===== src/rtl/disp_scan_ctrl.sv =====
// disp_scan_ctrl: 16-digit two-bank seven-segment scan sequencer.
// Adds a blank gap before each digit, applies PWM brightness and frame-aligned config updates.
module disp_scan_ctrl #(
  parameter int SLOT_CYCLES  = 6250,
  parameter int BLANK_CYCLES = 500
) (
  input  logic        i_clk,
  input  logic        i_rst_n,
  input  logic        i_en,
  input  logic        i_cfg_valid,
  input  logic [15:0] i_cfg_mask,
  input  logic [3:0]  i_cfg_bright,
  output logic        o_cfg_ready,
  output logic [3:0]  o_digit_sel,
  output logic        o_bank,
  output logic [7:0]  o_an,
  output logic        o_frame_done
);
  localparam int SW = SLOT_CYCLES > 1 ? $clog2(SLOT_CYCLES) : 1;
  localparam int BW = BLANK_CYCLES > 1 ? $clog2(BLANK_CYCLES) : 1;
  localparam logic [SW-1:0] SLOT_LAST  = SW'(SLOT_CYCLES - 1);
  localparam logic [BW-1:0] BLANK_LAST = BW'(BLANK_CYCLES - 1);
  typedef enum logic [1:0] {IDLE, BLANK, ON} state_t;
  state_t        r_state, w_state;
  logic [BW-1:0] r_bcnt, w_bcnt;
  logic [SW-1:0] r_scnt, w_scnt;
  logic [3:0]    r_slot, w_slot;
  logic [15:0]   r_mask, w_mask, r_pmask, w_pmask;
  logic [3:0]    r_bright, w_bright, r_pbright, w_pbright;
  logic          r_pvld, w_pvld;
  logic [3:0]    w_sel;
  logic [7:0]    w_an;
  logic          w_done, w_xfer, w_apply;
  logic [4:0]    w_low, w_nxt;
  // {found, index} of the lowest set bit
  function automatic logic [4:0] lowest(input logic [15:0] m);
    logic [4:0] r;
    r = '0;
    for (int i = 15; i >= 0; i--)
      if (m[i]) r = {1'b1, 4'(i)};
    return r;
  endfunction
  function automatic logic [4:0] next_above(input logic [15:0] m, input logic [3:0] s);
    logic [4:0] r;
    r = '0;
    for (int i = 15; i >= 0; i--)
      if (m[i] && i > int'(s)) r = {1'b1, 4'(i)};
    return r;
  endfunction
  always_comb begin
    w_state   = r_state;
    w_bcnt    = r_bcnt;
    w_scnt    = r_scnt;
    w_slot    = r_slot;
    w_sel     = o_digit_sel;
    w_mask    = r_mask;
    w_bright  = r_bright;
    w_done    = 1'b0;
    w_apply   = 1'b0;
    w_xfer    = i_cfg_valid && o_cfg_ready;
    w_low     = lowest(r_pvld ? r_pmask : r_mask);
    w_nxt     = next_above(r_mask, o_digit_sel);
    if (!i_en && r_state != IDLE) begin
      w_state = IDLE;
      w_bcnt  = '0;
      w_scnt  = '0;
      w_slot  = '0;
    end else begin
      case (r_state)
        IDLE: begin
          w_apply = r_pvld;
          if (i_en && w_low[4]) begin
            w_state = BLANK;
            w_sel   = w_low[3:0];
            w_bcnt  = '0;
          end
        end
        BLANK: begin
          w_state = r_bcnt == BLANK_LAST ? ON : BLANK;
          w_bcnt  = r_bcnt == BLANK_LAST ? '0 : r_bcnt + BW'(1);
          w_scnt  = '0;
          w_slot  = '0;
        end
        ON: begin
          w_scnt = r_scnt == SLOT_LAST ? '0 : r_scnt + SW'(1);
          w_slot = r_scnt == SLOT_LAST ? r_slot + 4'd1 : r_slot;
          if (r_scnt == SLOT_LAST && r_slot == 4'hF) begin
            w_state = BLANK;
            if (w_nxt[4]) w_sel = w_nxt[3:0];
            else begin
              // frame end: the only point besides IDLE where config may change
              w_done  = 1'b1;
              w_apply = r_pvld;
              w_sel   = w_low[4] ? w_low[3:0] : o_digit_sel;
              w_state = w_low[4] ? BLANK : IDLE;
            end
          end
        end
        default: w_state = IDLE;
      endcase
    end
    if (w_apply) begin
      w_mask   = r_pmask;
      w_bright = r_pbright;
    end
    w_pvld    = w_xfer | (r_pvld & ~w_apply);
    w_pmask   = w_xfer ? i_cfg_mask : r_pmask;
    w_pbright = w_xfer ? i_cfg_bright : r_pbright;
    w_an      = (w_state == ON && w_slot <= w_bright) ? ~(8'b1 << w_sel[2:0]) : 8'hFF;
  end
  always_ff @(posedge i_clk or negedge i_rst_n) begin
    if (!i_rst_n) begin
      r_state      <= IDLE;
      r_bcnt       <= '0;
      r_scnt       <= '0;
      r_slot       <= '0;
      r_mask       <= 16'hFFFF;
      r_bright     <= 4'hF;
      r_pmask      <= '0;
      r_pbright    <= '0;
      r_pvld       <= 1'b0;
      o_cfg_ready  <= 1'b1;
      o_digit_sel  <= '0;
      o_bank       <= 1'b0;
      o_an         <= 8'hFF;
      o_frame_done <= 1'b0;
    end else begin
      r_state      <= w_state;
      r_bcnt       <= w_bcnt;
      r_scnt       <= w_scnt;
      r_slot       <= w_slot;
      r_mask       <= w_mask;
      r_bright     <= w_bright;
      r_pmask      <= w_pmask;
      r_pbright    <= w_pbright;
      r_pvld       <= w_pvld;
      o_cfg_ready  <= ~w_pvld;
      o_digit_sel  <= w_sel;
      o_bank       <= w_sel[3];
      o_an         <= w_an;
      o_frame_done <= w_done;
    end
  end
endmodule


===== config.mk =====
export PLATFORM = sky130hd
export DESIGN_NAME = disp_scan_ctrl
export DESIGN_NICKNAME = d
export VERILOG_FILES = /design/src/rtl/disp_scan_ctrl.sv
export SDC_FILE = /design/constraint.sdc
export NUM_CORES = 1
export LEC_CHECK = 0
export CAP_MARGIN = 10
export CORE_MARGIN = 8
export CORE_UTILIZATION = 23
export DETAILED_ROUTE_END_ITERATION = 7
export DONT_BUFFER_PORTS = 1
export GPL_TIMING_DRIVEN = 0
export SETUP_SLACK_MARGIN = 0.15
export SLEW_MARGIN = 20
export SYNTH_ARGS = -nofsm -noshare
export SYNTH_HDL_FRONTEND = slang
export SYNTH_SLANG_ARGS = --single-unit

===== constraint.sdc =====
create_clock -name i_clk -period 9.3 [get_ports i_clk]
set_input_delay 1.86 -clock i_clk [delete_from_list [all_inputs] [get_ports i_clk]]
set_output_delay 1.86 -clock i_clk [all_outputs]
set_load 0.1 [all_outputs]

=== Yosys cells after proc, flatten, opt, wreduce, memory -nomap -nowiden ===
Cells that the tools add are included.

* Flip-flop bits (word level): 84
* Input port bits: 24
* Output and inout bits: 15
* Word-level logic and storage cells: 137

* Add/subtract/negate cells: 3
* Order comparisons: 16
* Equal/unequal tests: 7
* Shifts and indexed selects: 1
* Multiplexer cells: 65
* Bitwise gates (word level): 5
* Reductions and logical operators: 26

{| class="wikitable"
|+ Operators with widths
! kind !! count
|-
| $mux W5 || 31
|-
| $gt A4 B4 Y1 const A || 8
|-
| $mux W4 || 8
|-
| $mux W9 || 3
|-
| $mux W13 || 2
|-
| $pmux W13 S2 || 1
|-
| $logic_and A1 B1 Y1 || 20
|-
| $pmux W9 S2 || 1
|-
| $gt A3 B4 Y1 const A || 4
|-
| $mux W16 || 1
|-
| $pmux W4 S2 || 2
|-
| $add A13 B1 Y13 const B || 1
|-
| $eq A13 B13 Y1 const B || 1
|-
| $add A9 B1 Y9 const B || 1
|-
| $eq A9 B9 Y1 const B || 1
|-
| $mux W1 || 9
|-
| $gt A2 B4 Y1 const A || 2
|-
| $mux W2 || 4
|-
| $mux W8 || 1
|-
| $not A8 Y8 || 1
|-
| $shl A1 B3 Y8 const A || 1
|-
| $pmux W2 S3 || 1
|-
| $reduce_bool A3 Y1 || 2
|-
| $add A4 B1 Y4 const B || 1
|-
| 14 further kinds || 16
|}

=== Longest topological paths before layout ===
Gate-level depths: netlist of run 1.

* Depth in word-level cells: 25
* Depth in mapped cells: 17
* Depth with buffers taken out: 17

=== Worst setup path before layout of run 1 ===
OpenSTA, ideal clock, no wires.

* Path kind: input-to-reg
* Start point: input i_en
* End point: register o_an[0]
* Setup time: 0.098 ns
* Arrival: 4.318 ns
* Required time: 9.202 ns
* Setup slack: 4.884 ns
* Cell stages on the path: 13
* Path buffers: 1
* Path through: clkbuf_8 -> a41o_1 -> nand2_1 -> mux2_2 -> inv_1 -> ha_1 -> nor2b_1 -> o21a_1 -> o21ai_0 -> or2b_2 -> a221o_1 -> nor4b_4 -> o211ai_1

* Cells in the longest elaborated chain, start to end: 7
* Elaborated cells on any way between the ends: 18
* Classes of those cells: order compare: 1; eq/ne: 1; shift: 1; mux: 10; bitwise: 1; reduce/logical: 4

{| class="wikitable"
|+ RTL lines
! what !! RTL line !! RTL
|-
| from (decl) || 9 || <nowiki>input logic i_en,</nowiki>
|-
| $logic_not A1 Y1 || 63 || <nowiki>if (!i_en && r_state != IDLE) begin</nowiki>
|-
| $logic_and A1 B1 Y1 || 63 ||
|-
| $mux W1 || 63 ||
|-
| $mux W4 || 102 || <nowiki>if (w_apply) begin</nowiki>
|-
| net w_bright[1] || 29 || <nowiki>logic [3:0] r_bright, w_bright, r_pbright, w_pbright;</nowiki>
|-
| $le A4 B4 Y1 || 109 || <nowiki>w_an = (w_state == ON && w_slot <= w_bright) ? ~(8'b1 << w_sel[2:0]) : 8'hFF;</nowiki>
|-
| $logic_and A1 B1 Y1 || 109 ||
|-
| $mux W8 || 109 ||
|-
| net w_an[0] || 32 || <nowiki>logic [7:0] w_an;</nowiki>
|-
| to (signal assigned) || 140 || <nowiki>o_an <= w_an;</nowiki>
|-
| to (decl) || 16 || <nowiki>output logic [7:0] o_an,</nowiki>
|}

The timed path passes the listed nets, and every way through them passes these cells.
A chain may end at the register's enable or synchronous reset.

=== Worst setup path in the final report of run 1 ===
* Start point: register o_digit_sel[0]
* End point: register o_an[6]

* Cells in the longest elaborated chain, start to end: 25
* Elaborated cells on any way between the ends: 66
* Classes of those cells: order compare: 16; eq/ne: 1; shift: 1; mux: 31; bitwise: 1; reduce/logical: 16

{| class="wikitable"
|+ RTL lines
! what !! RTL line !! RTL
|-
| from (decl) || 14 || <nowiki>output logic [3:0] o_digit_sel,</nowiki>
|-
| from (signal assigned) || 138 || <nowiki>o_digit_sel <= w_sel;</nowiki>
|-
| $gt A4 B4 Y1 || 47 || <nowiki>if (m[i] && i > int'(s)) r = {1'b1, 4'(i)};</nowiki>
|-
| $logic_and A1 B1 Y1 || 47 ||
|-
| $mux W5 (14 in series) || 47 ||
|-
| $mux W5 * || 47 ||
|-
| $mux W1 * || 89 || <nowiki>if (w_nxt[4]) w_sel = w_nxt[3:0];</nowiki>
|-
| $mux W1 * || 87 || <nowiki>if (r_scnt == SLOT_LAST && r_slot == 4'hF) begin</nowiki>
|-
| $pmux W1 S2 * || 69 || <nowiki>case (r_state)</nowiki>
|-
| $mux W1 * || 63 ||
|-
| $mux W4 * || 102 ||
|-
| net w_bright[1] || 29 ||
|-
| $le A4 B4 Y1 * || 109 ||
|-
| $logic_and A1 B1 Y1 * || 109 ||
|-
| $mux W8 * || 109 ||
|-
| net w_an[6] || 32 ||
|}

Mark *: on every way through the listed nets, which the timed path passes. The rest lies on a longest branch.

==> impl_metrics.env, run 1 <==
export IMPL_worst_pin_slew_ns=1.11
export IMPL_layout_nets=546
export IMPL_routed_wl_um=12300
export IMPL_cts_hold_fix_buffers=0
export IMPL_holdPathEnd="r_scnt[12]"
export IMPL_wl_per_cell_um=15.4
export IMPL_fin_cells=796
export IMPL_ys_ff_latch=83
export IMPL_start_util=0.233
export IMPL_rows=54
export IMPL_synth_edf_count=0
export IMPL_cp_required_ns=9.54
export IMPL_maxSlewViolCount=0
export IMPL_postSynthCellCount=499
export IMPL_finalWorstSetupSlack_ns=4.18
export IMPL_powerDensity_mw_per_mm2=317
export IMPL_postCtsResizedCells=0
export IMPL_timing_rr_start="o_digit_sel[0]"
export IMPL_holdWs_ns=0.487
export IMPL_placedCellCount=779
export IMPL_pre_cts_slack_ns=4.19
export IMPL_dp_hpwl_um=9010
export IMPL_drcViolationCount=0
export IMPL_finalPower_mw=1.79
export IMPL_antenna_found_initial=5
export IMPL_core_area_sq_mm=0.0216
export IMPL_async_reset_ff_frac=1.00
export IMPL_critical_path_top_delay_family="compound AO/OA/AOI/OAI gates"
export IMPL_cts_htree_levels=3
export IMPL_path_class="flop to flop"
export IMPL_period_minus_slack_ns=5.12
export IMPL_rrSetupSlack_ns=4.18
export IMPL_yosys_warnings=0
export IMPL_die_width_um=164
export IMPL_finClkSkew_ns=0.00682
export IMPL_worstPathMaxFanout=10
export IMPL_rr_worst_depth=17
export IMPL_crit_chain="clkbuf_1, nor2_1, a31oi_1, and4_1, clkbuf_1, a41o_1, nand2_1, mux2_2, inv_1, ha_1, nor2b_1, o21a_1, o21ai_0, or2b_2, a221o_1, a211oi_2, nand4b_1"
export IMPL_drive_above_1_share=0.225
export IMPL_clockBufferDepth=2
export IMPL_synth_area_per_cell_sq_um=10.1
export IMPL_vias=3928
export IMPL_syn_num_nets=535
export IMPL_finalHoldViolations=0
export IMPL_fp_dieArea_sq_mm=0.0269
export IMPL_min_path_cells=1
export IMPL_path_clk_slew_ns=0.06
export IMPL_grt_pass1_wl_um=20400
export IMPL_drv_cap=0
export IMPL_cpMostUsedCell="clkbuf_1"
export IMPL_yosysSeqAreaShare=0.420
export IMPL_syn_area_sq_mm=0.00503
export IMPL_cp_num_buf_inv=3
export IMPL_drt_iter0_drc=270
export IMPL_register_area_sq_mm=0.00211
export IMPL_area_growth_syn_to_layout_pct=12.0
export IMPL_io_buffers=0
export IMPL_clk_latency_ns=0.34
export IMPL_cts_tree="built"
export IMPL_post_cts_setup_buffers=0
export IMPL_cp_start_kind="flop"
export IMPL_multi_input_area_sq_mm=0.00271
export IMPL_hold_path_startpoint="r_scnt[12]"
export IMPL_gp_congestion=0.841
export IMPL_rr_endpoint="o_an[6]"
export IMPL_yosysUniqueCellTypes=84
export IMPL_root_buffer="clkbuf_16"
export IMPL_grt_pass1_vias=3803
export IMPL_setup_tns_ns=0
export IMPL_vdd_ir_drop_max_mv=0.0895
export IMPL_synth_ff_type="dfrtp_1"
export IMPL_fmax_mhz=195
export IMPL_setup_viol=0
export IMPL_rsz0062_at_grt="false"
export IMPL_gr_total_overflow=0
export IMPL_drtPass1Iterations=4
export IMPL_crit_path_max_incr_delay_ns=1.08
export IMPL_leakagePower_nw=2.22
export IMPL_cp_end_kind="flop"
export IMPL_fp_dieH_um=164
export IMPL_cts_sinks=83
export IMPL_drt_antenna_violating_nets=0
export IMPL_io_pins=39
export IMPL_slew_headroom=0.258
export IMPL_track_usage=0.0943
export IMPL_outcome="finished, final reports clean"
export IMPL_drt_vias_per_instance=4.93
export IMPL_hp_class="flop to flop"
export IMPL_numCtsBuffers=9
export IMPL_finalCritPeriodShare=0.551
export IMPL_grt_max_degree=84
export IMPL_slowest_stage="dfrtp_1"
export IMPL_fill_cells=2315
export IMPL_cp_arrival_ns=5.36
==> layout make-up <==
class,instances,share of cell area
Clock inverter,1,0.000888
Sequential cell,83,0.375
Antenna cell,1,0.000444
Buffer,23,0.0244
Multi-Input combinational cell,373,0.480
Tap cell,280,0.0621
Inverter,20,0.0133
Clock buffer,15,0.0439
==> power by group <==
part           switching, mW  total [mW]  internal [mW]
Combinational          0.413       0.746          0.333
Clock                  0.135       0.316          0.181
Sequential             0.216       0.723          0.507
Total                  0.764        1.78           1.02
==> worst max path at each step <==
stage / startpoint / endpoint / cells after the start
6_report: o_digit_sel[0] / o_an[6] / 17
5_1_grt: o_digit_sel[0] / o_an[3] / 17
4_1_cts: o_digit_sel[0] / o_an[6] / 17
3_5_place_dp: o_digit_sel[0] / o_an[6] / 17
3_3_place_gp: o_digit_sel[0] / o_an[0] / 17
2_1_floorplan: i_en / o_an[0] / 13
==> routing by layer <==
| metal | up-vias | routed length (um) | track usage |
|---|---|---|---|
| li1 | 1879 | - | - |
| met1 | 1927 | 5820 | 0.125 |
| met2 | 98 | 5420 | 0.142 |
| met3 | 16 | 809 | 0.0308 |
| met4 | 8 | 158 | 0.0314 |
| met5 | - | 51 | 0 |
==> per-stage QoR <==
| step | util | instance area (sq um) |
|---|---|---|
| final | 0.261 | 5640 |
| after detailed placement | 0.249 | 5380 |
| after floorplan | - | 5030 |
| after global placement | 0.249 | 5380 |
| after CTS | 0.261 | 5640 |
| after global routing | 0.261 | 5640 |
==> worst register-to-register path, cell delays in order (launching register included) <==
cell and delay (ns):
dfrtp_1 1.08, clkbuf_1 0.44, nor2_1 0.15, a31oi_1 0.28, and4_1 0.22, clkbuf_1 0.26, a41o_1 0.23, nand2_1 0.13
mux2_2 0.34, inv_1 0.07, ha_1 0.23, nor2b_1 0.14, o21a_1 0.16, o21ai_0 0.13, or2b_2 0.32, a221o_1 0.38
a211oi_2 0.31, nand4b_1 0.17
==> state kept, by name, indices dropped and copies added (netlist names) <==
| signal | count |
|---|---|
| r_pmask | 16 |
| o_cfg_ready | 1 |
| r_scnt | 13 |
| r_slot | 4 |
| r_bcnt | 9 |
| r_pbright | 4 |
| r_mask | 16 |
| r_state | 2 |
| o_an | 8 |
| o_frame_done | 1 |
| o_bank | 1 |
| o_digit_sel | 3 |
| r_bright | 4 |
| r_pvld | 1 |
==> Yosys cell counts (4+ instances only) <==
cell type,count,area share
nand3_1,14,0.014
and4_1,4,0.0070
a22oi_1,4,0.0060
a21oi_1,14,0.014
or3_1,6,0.0075
nand4b_1,5,0.0087
o21ai_0,44,0.044
o31ai_1,4,0.0060
mux2_2,38,0.085
nor3_1,14,0.014
mux2i_1,4,0.0080
nor2b_1,16,0.020
o211ai_1,9,0.013
or2_2,6,0.0075
dfrtp_1,54,0.27
dfstp_2,29,0.15
o22ai_1,7,0.0087
clkbuf_1,12,0.0090
ha_1,12,0.030
nor2_1,25,0.019
nor3b_1,8,0.012
and3_1,9,0.011
inv_1,18,0.013
a31oi_1,5,0.0062
a211oi_1,6,0.0090
nand2b_1,10,0.012
nand2_1,32,0.024
==> kinds of logic (layout without fill, tap and decap cells) <==
family                     Yosys count  in the layout  synth area share
buffers and inverters               43             59            0.0423
xor gates and xnor gates             4              4           0.00696
DFF                                 83             83             0.420
and+or+nand+nor                    181            181             0.217
other                                0              1                 0
adders and majority gates           12             12            0.0298
muxes                               42             42            0.0930
AOI/OAI and AO/OA                  134            134             0.191
==> layout by cell type, fill, tap and decap left out, types with 12 or more instances in the layout <==
cell type	n
nand2_1	32
clkbuf_1	18
nor3_1	14
dfrtp_1	54
nor2b_1	16
mux2_2	38
inv_1	18
o21ai_0	44
nor2_1	25
nand3_1	14
a21oi_1	14
ha_1	12
dfstp_2	29
Note: power is estimated with default switching activity, not from simulation.
==> run 2: changes to the inputs <==
==> constraint.sdc (replaced) <==
create_clock -name i_clk -period 4.6 [get_ports i_clk]
set_input_delay 0.92 -clock i_clk [delete_from_list [all_inputs] [get_ports i_clk]]
set_output_delay 0.92 -clock i_clk [all_outputs]
set_load 0.1 [all_outputs]
==> run 2 against run 1 <==
  * Clock-buffer cell count did not move
  * Fmax rose by 21%
  * Setup slack got worse by 3.8 ns
  * Largest cell class unchanged
  * Hold slack got worse by 0.21 ns
  * Register-to-register slack got worse by 3.8 ns
  * Sequential share of layout area fell by 0.74 points
  * Clock skew barely moved
  * Critical path depth fell by 1
  * Non-clock buffer count rose by 4
  * Largest power group unchanged
  * First-iteration DRC count fell by 0.37%
  * Critical path type unchanged
  * Sequential power rose by 110%
  * Sequential cell count did not move
  * Highest routed layer unchanged
==> impl_metrics.env, run 2 (synthesis results as in run 1) <==
export IMPL_outcome="finished, final reports clean"
export IMPL_top_usage_layer="met2"
export IMPL_cp_required_ns=4.84
export IMPL_antenna_found_initial=5
export IMPL_final_cell_mix="dfrtp_1, o21ai_0, mux2_2"
export IMPL_hp_class="input port to asynchronous set/reset pin"
export IMPL_fp_dieArea_sq_mm=0.0269
export IMPL_area_growth_syn_to_layout_pct=15.1
export IMPL_powerDensity_mw_per_mm2=650
export IMPL_dpl_cell_area_sq_mm=0.00538
export IMPL_die_width_um=164
export IMPL_track_usage=0.0946
export IMPL_layout_nets=550
export IMPL_numCtsBuffers=9
export IMPL_drive_above_1_share=0.272
export IMPL_drtPass1Iterations=4
export IMPL_cp_start_kind="flop"
export IMPL_finClkSkew_ns=0.00635
export IMPL_final_common_cell="dfrtp_1"
export IMPL_cp_end_kind="flop"
export IMPL_io_buffers=0
export IMPL_cts_hold_fix_buffers=0
export IMPL_clockBufferDepth=2
export IMPL_setup_viol=0
export IMPL_start_util=0.233
export IMPL_io_pins=39
export IMPL_maxSlewViolCount=0
export IMPL_cts_sinks=83
export IMPL_dp_hpwl_um=9010
export IMPL_drt_antenna_violating_nets=0
export IMPL_grt_pass1_wl_um=20500
export IMPL_period_minus_slack_ns=4.25
export IMPL_core_area_sq_mm=0.0216
export IMPL_vdd_ir_drop_max_mv=0.183
export IMPL_met2_usage=0.143
export IMPL_path_clk_slew_ns=0.06
export IMPL_drt_vias_per_instance=4.89
export IMPL_worstPathMaxFanout=7
export IMPL_grt_max_degree=84
export IMPL_grt_pass1_vias=3810
export IMPL_fp_dieH_um=164
export IMPL_leakagePower_nw=2.26
export IMPL_worst_pin_slew_ns=0.907
export IMPL_gr_total_overflow=0
export IMPL_grtUsageMet3=0.0303
export IMPL_fin_area_sq_mm=0.00579
export IMPL_gp_congestion=0.841
export IMPL_cts_htree_levels=3
export IMPL_drt_iter0_drc=269
export IMPL_clk_latency_ns=0.34
export IMPL_grtUsageMet1=0.126
export IMPL_fmax_mhz=235
export IMPL_finalHoldViolations=0
export IMPL_routed_wl_um=12400
export IMPL_cts_tree="built"
export IMPL_cp_arrival_ns=4.49
export IMPL_top_regs="r_mask x16, r_pmask x16, r_scnt x13"
export IMPL_vias=3915
export IMPL_slew_headroom=0.396
export IMPL_drcViolationCount=0
export IMPL_wl_per_cell_um=15.5
export IMPL_path_class="flop to flop"
export IMPL_finalCritPeriodShare=0.924
export IMPL_drv_cap=0
export IMPL_rows=54
export IMPL_root_buffer="clkbuf_16"
export IMPL_setup_tns_ns=0
export IMPL_rsz0062_at_grt="false"
## run 2: changes by cell type in the layout (fill, tap and decap cells not counted), sizes merged
cell / delta
buf: +7
clkbuf: -3
clkinvlp: +1
inv: -1
## run 2: critical path: stages, from the launching register on
cell	delay (ns)
dfrtp_4	0.65
or3b_4	0.45
a21o_1	0.21
and4_1	0.15
buf_2	0.16
a41o_1	0.20
nand2_2	0.10
mux2_4	0.32
inv_1	0.07
ha_1	0.23
nor2b_1	0.14
o21a_1	0.16
o21ai_0	0.13
or2b_2	0.32
a221o_1	0.39
nor4b_4	0.32
o211ai_1	0.15
## run 2: metrics by stage
stage               hold WS (ns)   util  worst slack, ns  total power, mW  cells
floorplan                  0.437      -            0.221             2.58    499
global placement           0.468  0.249           -0.477             2.94    779
detailed placement         0.472  0.249           -0.513             2.97    779
CTS                        0.265  0.263            0.151             3.67    795
global route               0.263  0.268            0.145             4.02    800
finish                     0.279  0.268            0.348             3.77    800
## run 2: final cells by class
cell class | count | area [sq um]
Buffer | 23 | 179
Antenna cell | 1 | 2.50
Tap cell | 280 | 350
Clock buffer | 15 | 248
Clock inverter | 1 | 5.00
Multi-Input combinational cell | 373 | 2770
Fill cell | 2300 | 15800
Timing Repair Buffer | 4 | 30.0
Inverter | 20 | 78.8
Sequential cell | 83 | 2130
## run 2: what timing repair did
action	CTS	global route
buffers inserted	0	4
gates resized for setup	23	23
endpoints found under the setup margin	8	8
pin swaps	2	7
## run 2: power breakdown
group,switching (mW),internal (mW)
clock network,0.274,0.366
logic,0.878,0.761
registers,0.450,1.04
total,1.60,2.17
## run 2: worst paths after layout
kind	startpoint	to	slack (ns)	depth (start not counted)
min	i_rst_n	r_scnt[1]	0.28	0
min in group i_clk	r_scnt[12]	r_scnt[12]	0.49	1
min reg2reg	r_scnt[12]	r_scnt[12]	0.49	1
max in group asynchronous	i_rst_n	r_mask[1]	4.10	0
max	o_digit_sel[0]	o_an[0]	0.35	16
max reg2reg	o_digit_sel[0]	o_an[0]	0.35	16
## run 2: metal layers
metal  up-vias  routed length (um)
li1       1880                   -
met1      1920                5800
met2        90                5550
met3        17                 841
met4         8                 172
met5         -                  51
